### config.mk
export PLATFORM = sky130hd
export DESIGN_NAME = mapper
export DESIGN_NICKNAME = d
export VERILOG_FILES = /design/src/rtl/cphy_pkg.sv /design/src/rtl/mapper_place.sv /design/src/rtl/mapper.sv
export SDC_FILE = /design/constraint.sdc
export NUM_CORES = 1
export LEC_CHECK = 0
export ABC_AREA = 1
export BUFFER_PORTS_ARGS = -buffer_cell sky130_fd_sc_hd__buf_2
export CORE_UTILIZATION = 43
export CTS_CLUSTER_SIZE = 25
export DETAILED_ROUTE_END_ITERATION = 10
export MAX_ROUTING_LAYER = met4
export PLACE_DENSITY = 0.69
export SKIP_LAST_GASP = 1
export SLEW_MARGIN = 30
export SYNTH_ARGS = -nofsm -noshare
export SYNTH_HDL_FRONTEND = slang
export SYNTH_SLANG_ARGS = --single-unit
### constraint.sdc
create_clock -name clk -period 5.85 [get_ports clk]
set_clock_uncertainty 0.15 [all_clocks]
set_input_delay 1.17 -clock clk [delete_from_list [all_inputs] [get_ports clk]]
set_output_delay 1.17 -clock clk [all_outputs]
set_load 0.01 [all_outputs]
### src/rtl/cphy_pkg.sv
// C-PHY word mapper shared definitions.
//   SYM_N          : number of wire-state symbols per 16-bit word
//   sym_t          : one symbol's attributes {flip, rot, pol}
//   FLIP_PAIR_MASK : 7-bit flip masks for the two-flip case, indexed by D[13:10]
package cphy_pkg;

  localparam int SYM_N = 7;

  typedef struct packed {
    logic flip;
    logic rot;
    logic pol;
  } sym_t;

  // Bit k set means symbol k is a flip symbol.
  localparam logic [0:15][SYM_N-1:0] FLIP_PAIR_MASK = '{
    7'b0000011,  // 0  : (0,1)
    7'b0000101,  // 1  : (0,2)
    7'b0000110,  // 2  : (1,2)
    7'b0001001,  // 3  : (0,3)
    7'b0001010,  // 4  : (1,3)
    7'b0001100,  // 5  : (2,3)
    7'b0010001,  // 6  : (0,4)
    7'b0010010,  // 7  : (1,4)
    7'b0010100,  // 8  : (2,4)
    7'b0011000,  // 9  : (3,4)
    7'b0100001,  // 10 : (0,5)
    7'b0100010,  // 11 : (1,5)
    7'b0100100,  // 12 : (2,5)
    7'b0101000,  // 13 : (3,5)
    7'b0110000,  // 14 : (4,5)
    7'b1010000   // 15 : (4,6)
  };

endpackage

### src/rtl/mapper_place.sv
// Combinational payload placement.
//   flipMask : bit k set -> symbol k is a flip symbol (rot=pol=0)
//   payload  : 2-bit {R,P} pairs, pair j = payload[2j+1:2j]
//   symbols  : the 7 resulting symbols
// Payload pairs fill the non-flip symbols in ascending index order.
module mapper_place
  import cphy_pkg::*;
(
  input  logic [SYM_N-1:0]            flipMask,
  input  logic [13:0]                 payload,
  output sym_t [SYM_N-1:0]            symbols
);

  logic [2:0] slot;

  always_comb begin
    slot    = 3'd0;
    symbols = '0;
    for (int k = 0; k < SYM_N; k++) begin
      if (flipMask[k]) begin
        symbols[k].flip = 1'b1;
      end else begin
        // slot counts non-flip symbols below k, i.e. the next payload pair
        {symbols[k].rot, symbols[k].pol} = payload[{slot, 1'b0} +: 2];
        slot = slot + 3'd1;
      end
    end
  end

endmodule

### src/rtl/mapper.sv
// C-PHY TX word mapper: 16-bit word -> 7 symbols, registered (1-cycle latency).
//   clk        : system clock
//   rst        : synchronous reset, active-high, clears all outputs
//   TxData     : word to map, sampled every rising edge
//   TxRotation : bit k = Rotation of symbol k
//   TxPolarity : bit k = Polarity of symbol k
//   TxFlip     : bit k = Flip of symbol k
module mapper
  import cphy_pkg::*;
(
  input  logic             clk,
  input  logic             rst,
  input  logic [15:0]      TxData,
  output logic [SYM_N-1:0] TxRotation,
  output logic [SYM_N-1:0] TxPolarity,
  output logic [SYM_N-1:0] TxFlip
);

  logic [SYM_N-1:0] flipMask;
  logic [13:0]      payload;
  sym_t [SYM_N-1:0] symbols;

  always_comb begin
    flipMask = '0;
    payload  = '0;
    unique case (TxData[15:14])
      2'b00: begin
        payload = TxData[13:0];
      end
      2'b01: begin
        flipMask = 7'b0000001 << {1'b0, TxData[13:12]};
        payload  = {2'b00, TxData[11:0]};
      end
      2'b10: begin
        if (TxData[13:12] == 2'b11) begin
          // D[11:10] is not carried in this sub-case
          flipMask = 7'b1100000;
          payload  = {4'b0000, TxData[9:0]};
        end else begin
          flipMask = 7'b0010000 << {1'b0, TxData[13:12]};
          payload  = {2'b00, TxData[11:0]};
        end
      end
      2'b11: begin
        flipMask = FLIP_PAIR_MASK[TxData[13:10]];
        payload  = {4'b0000, TxData[9:0]};
      end
      default: begin
        flipMask = '0;
        payload  = '0;
      end
    endcase
  end

  mapper_place uPlace (
    .flipMask (flipMask),
    .payload  (payload),
    .symbols  (symbols)
  );

  always_ff @(posedge clk) begin
    if (rst) begin
      TxRotation <= '0;
      TxPolarity <= '0;
      TxFlip     <= '0;
    end else begin
      for (int k = 0; k < SYM_N; k++) begin
        TxRotation[k] <= symbols[k].rot;
        TxPolarity[k] <= symbols[k].pol;
        TxFlip[k]     <= symbols[k].flip;
      end
    end
  end

endmodule

==> summary.md <==
| Metric | Value |
|---|---|
| Post-synth top cells | 59 x nand2_1, 40 x inv_1, 35 x nor2_1 |
| Synth Instances | 307 |
| Hold Violations, Final | 0 |
| # clock sinks | 21 |
| Vias per cell | 5.48 |
| CP arrival | 5360 ps |
| Initial Util | 0.451 |
| H-tree depth | 1 |
| CTS tree | built |
| Clock buffer depth | 2 |
| Yosys reg bits | 21 |
| HP Start | TxData[0] |
| Crit share post-route | 0.906 |
| Share of layout cells above drive strength 1 | 0.232 |
| Reg area | 420 um^2 |
| Syn_area_per_cell | 6.48 um^2 |
| CP Launch Type | primary input |
| CP required | 5910 ps |
| Post-CTS Setup Bufs | 0 |
| Global-route wire length before repair | 9420 um |
| Routed wire length | 5650 um |
| Outcome | completed |
| Routed via count | 2174 |
| Post-Syn Area | 0.00199 mm^2 |
| Max Cap Viol | 0 |
| Number of synthesized flops with an enable pin | 0 |
| FP Rows | 24 |
| Pin count of the biggest net entering global routing | 14 |
| Cts hold-fix bufs | 0 |
| Post-Place Setup Slack | 315 ps |
| Inserted Clock Buffers | 3 |
| Synth top area share | 0.211 |
| Die area | 0.00490 mm^2 |
| Hold slack | 1060 ps |
| Area growth, synth to finish | 14.0% |
| ANT cells | 0 |
| Hold path cells | 3 |
| Fmax | 0.189 GHz |
| Critical path class | in -> reg |
| Yosys top cell by area | dfxtp_1 |
| Initial antenna violation count | 0 |
| Drt wl/cell | 14.2 um |
| Detailed placement HPWL | 4550 um |
| Fin crit period | 5300 ps |
| Global Route Usage Sum | 0.249 |
| Setup tns final | 0 ps |
| Die Width | 70.0 um |
| Grt ovf | 0 |
| P_leak | 0.00116 uW |
| Post-route ant nets | 0 |
| Count leader, synth | nand2_1 |
| I/O pins | 39 |
| GP Congestion | 0.980 |
| Remaining DRCs | 0 |
| Final Slew Violations | 0 |
| Filler cells | 460 |
| Slew headroom | 0.604 |
| CP Max Fanout | 9 |
| Synth cell types | 36 |
| Iter 0 DRT Violations | 222 |
| Initial DRT Pass Iterations | 6 |
| Yosys warning count | 0 |
| Multi-input gate area | 0.00137 mm^2 |
| Final WS setup | 547 ps |
| Core ar. | 0.00441 mm^2 |
| Peak supply drop | 0.0000947 V |
| Final setup vio count | 0 |
| CTS resizes | 0 |
| Syn_nets | 338 |
| Die Y | 70.0 um |
| PD cells | 256 mW/mm^2 |
| RSZ-0062 raised after global routing | false |
| Share of the yosys chip area belonging to registers | 0.211 |
| Root buffer cell | clkbuf_8 |
| Port-buffer cells | 38 |
| Final #Nets | 377 |
| CP endpoint kind | flop |
| Ys async rst share | 0 |
| Actual slew at the worst max-slew pin | 590 ps |
| Reg clk slew, reported paths | 80 ps |
| Area contributors post-synth | dfxtp_1 21%, nand2_1 11%, ha_1 8.2% |
| Post-synth top flop | dfxtp_1 |
| Vias in the first global route | 1932 |
| Worst Hold End | TxPolarity[1]$_SDFF_PP0_ |
| Class of the worst hold path | in -> reg |
-- worst max path at each step --
stage                     from                        to  slack, ps  cells after the start
floorplan           TxData[12]  TxPolarity[6]$_SDFF_PP0_        850                     24
CTS                 TxData[10]  TxPolarity[6]$_SDFF_PP0_        600                     25
finish              TxData[10]  TxPolarity[6]$_SDFF_PP0_        550                     25
global route        TxData[14]  TxRotation[6]$_SDFF_PP0_         70                     24
global placement    TxData[10]  TxRotation[6]$_SDFF_PP0_        470                     25
detailed placement  TxData[10]  TxPolarity[6]$_SDFF_PP0_        320                     25
-- layout make-up --
class	instances	area share
tap	52	0.0287
timing repair buffer	38	0.0839
inverter	47	0.0778
sequential	21	0.185
clock inverter	1	0.00331
multi-input combinational	235	0.603
clock buffer	3	0.0182
-- logic make-up (layout without fill, tap and decap cells) --
| family | after synthesis | in the layout | synth area share |
|---|---|---|---|
| buf+inv | 51 | 89 | 0.102 |
| simple gates | 160 | 160 | 0.418 |
| fa+ha+maj | 13 | 13 | 0.0818 |
| flops | 21 | 21 | 0.211 |
| compound gates | 62 | 62 | 0.187 |
-- cells in the final DEF, fill, tap and decap left out, types with 3 or more instances in the layout --
| cell | netlist | routed |
|---|---|---|
| nand2_1 | 59 | 59 |
| inv_1 | 40 | 40 |
| buf_2 | 0 | 38 |
| nor2_1 | 35 | 35 |
| nand3_1 | 32 | 32 |
| dfxtp_1 | 21 | 21 |
| a21oi_1 | 19 | 19 |
| o21ai_0 | 14 | 14 |
| ha_1 | 13 | 13 |
| o211ai_1 | 10 | 10 |
| o21ai_1 | 9 | 9 |
| nand3_2 | 8 | 8 |
| nand2_4 | 8 | 8 |
| inv_2 | 6 | 6 |
| nand2_2 | 4 | 4 |
| or2_2 | 3 | 3 |
| nor3_1 | 3 | 3 |
| clkbuf_8 | 0 | 3 |
-- registers in the layout, summed over array words and instances, names as in the netlist --
signal,flops
TxFlip,7
TxRotation,7
TxPolarity,7
-- routing by layer --
metal,wire length [um],track usage,vias to the layer above
met5,0,-,-
li1,-,-,1084
met4,128,0.0911,0
met3,465,0.0289,12
met2,2550,0.396,107
met1,2500,0.324,971
-- critical path, cell delays in order --
cell and delay [ps]:
buf_2 110, inv_1 100, ha_1 210, a21oi_1 130, o211ai_1 100, o21ai_0 230, inv_1 220, ha_1 460
inv_1 210, nand2_4 90, nand2_4 120, inv_1 90, ha_1 280, nand2_1 90, nand2_1 150, ha_1 320
nand2_1 90, nand2_1 130, ha_1 310, or2_2 290, nand2_1 130, nand3_1 100, nand2_1 70, nand2_1 40
nor2_1 100
-- through the flow --
step            util  std cells  cell area (um^2)  power (uW)
2_1_floorplan      -        307              1990         403
3_3_place_gp   0.503        393              2220         477
3_5_place_dp   0.503        393              2220         478
4_1_cts        0.514        397              2270         579
5_1_grt        0.514        397              2270         635
6_report       0.514        397              2270         582
-- report_power, final --
group	switching (uW)	total, uW	internal [uW]
Sequential	3.28	166	162
Clock	53.0	101	48.3
Combinational	204	315	111
No activity file was read; power rests on OpenSTA's default activity.
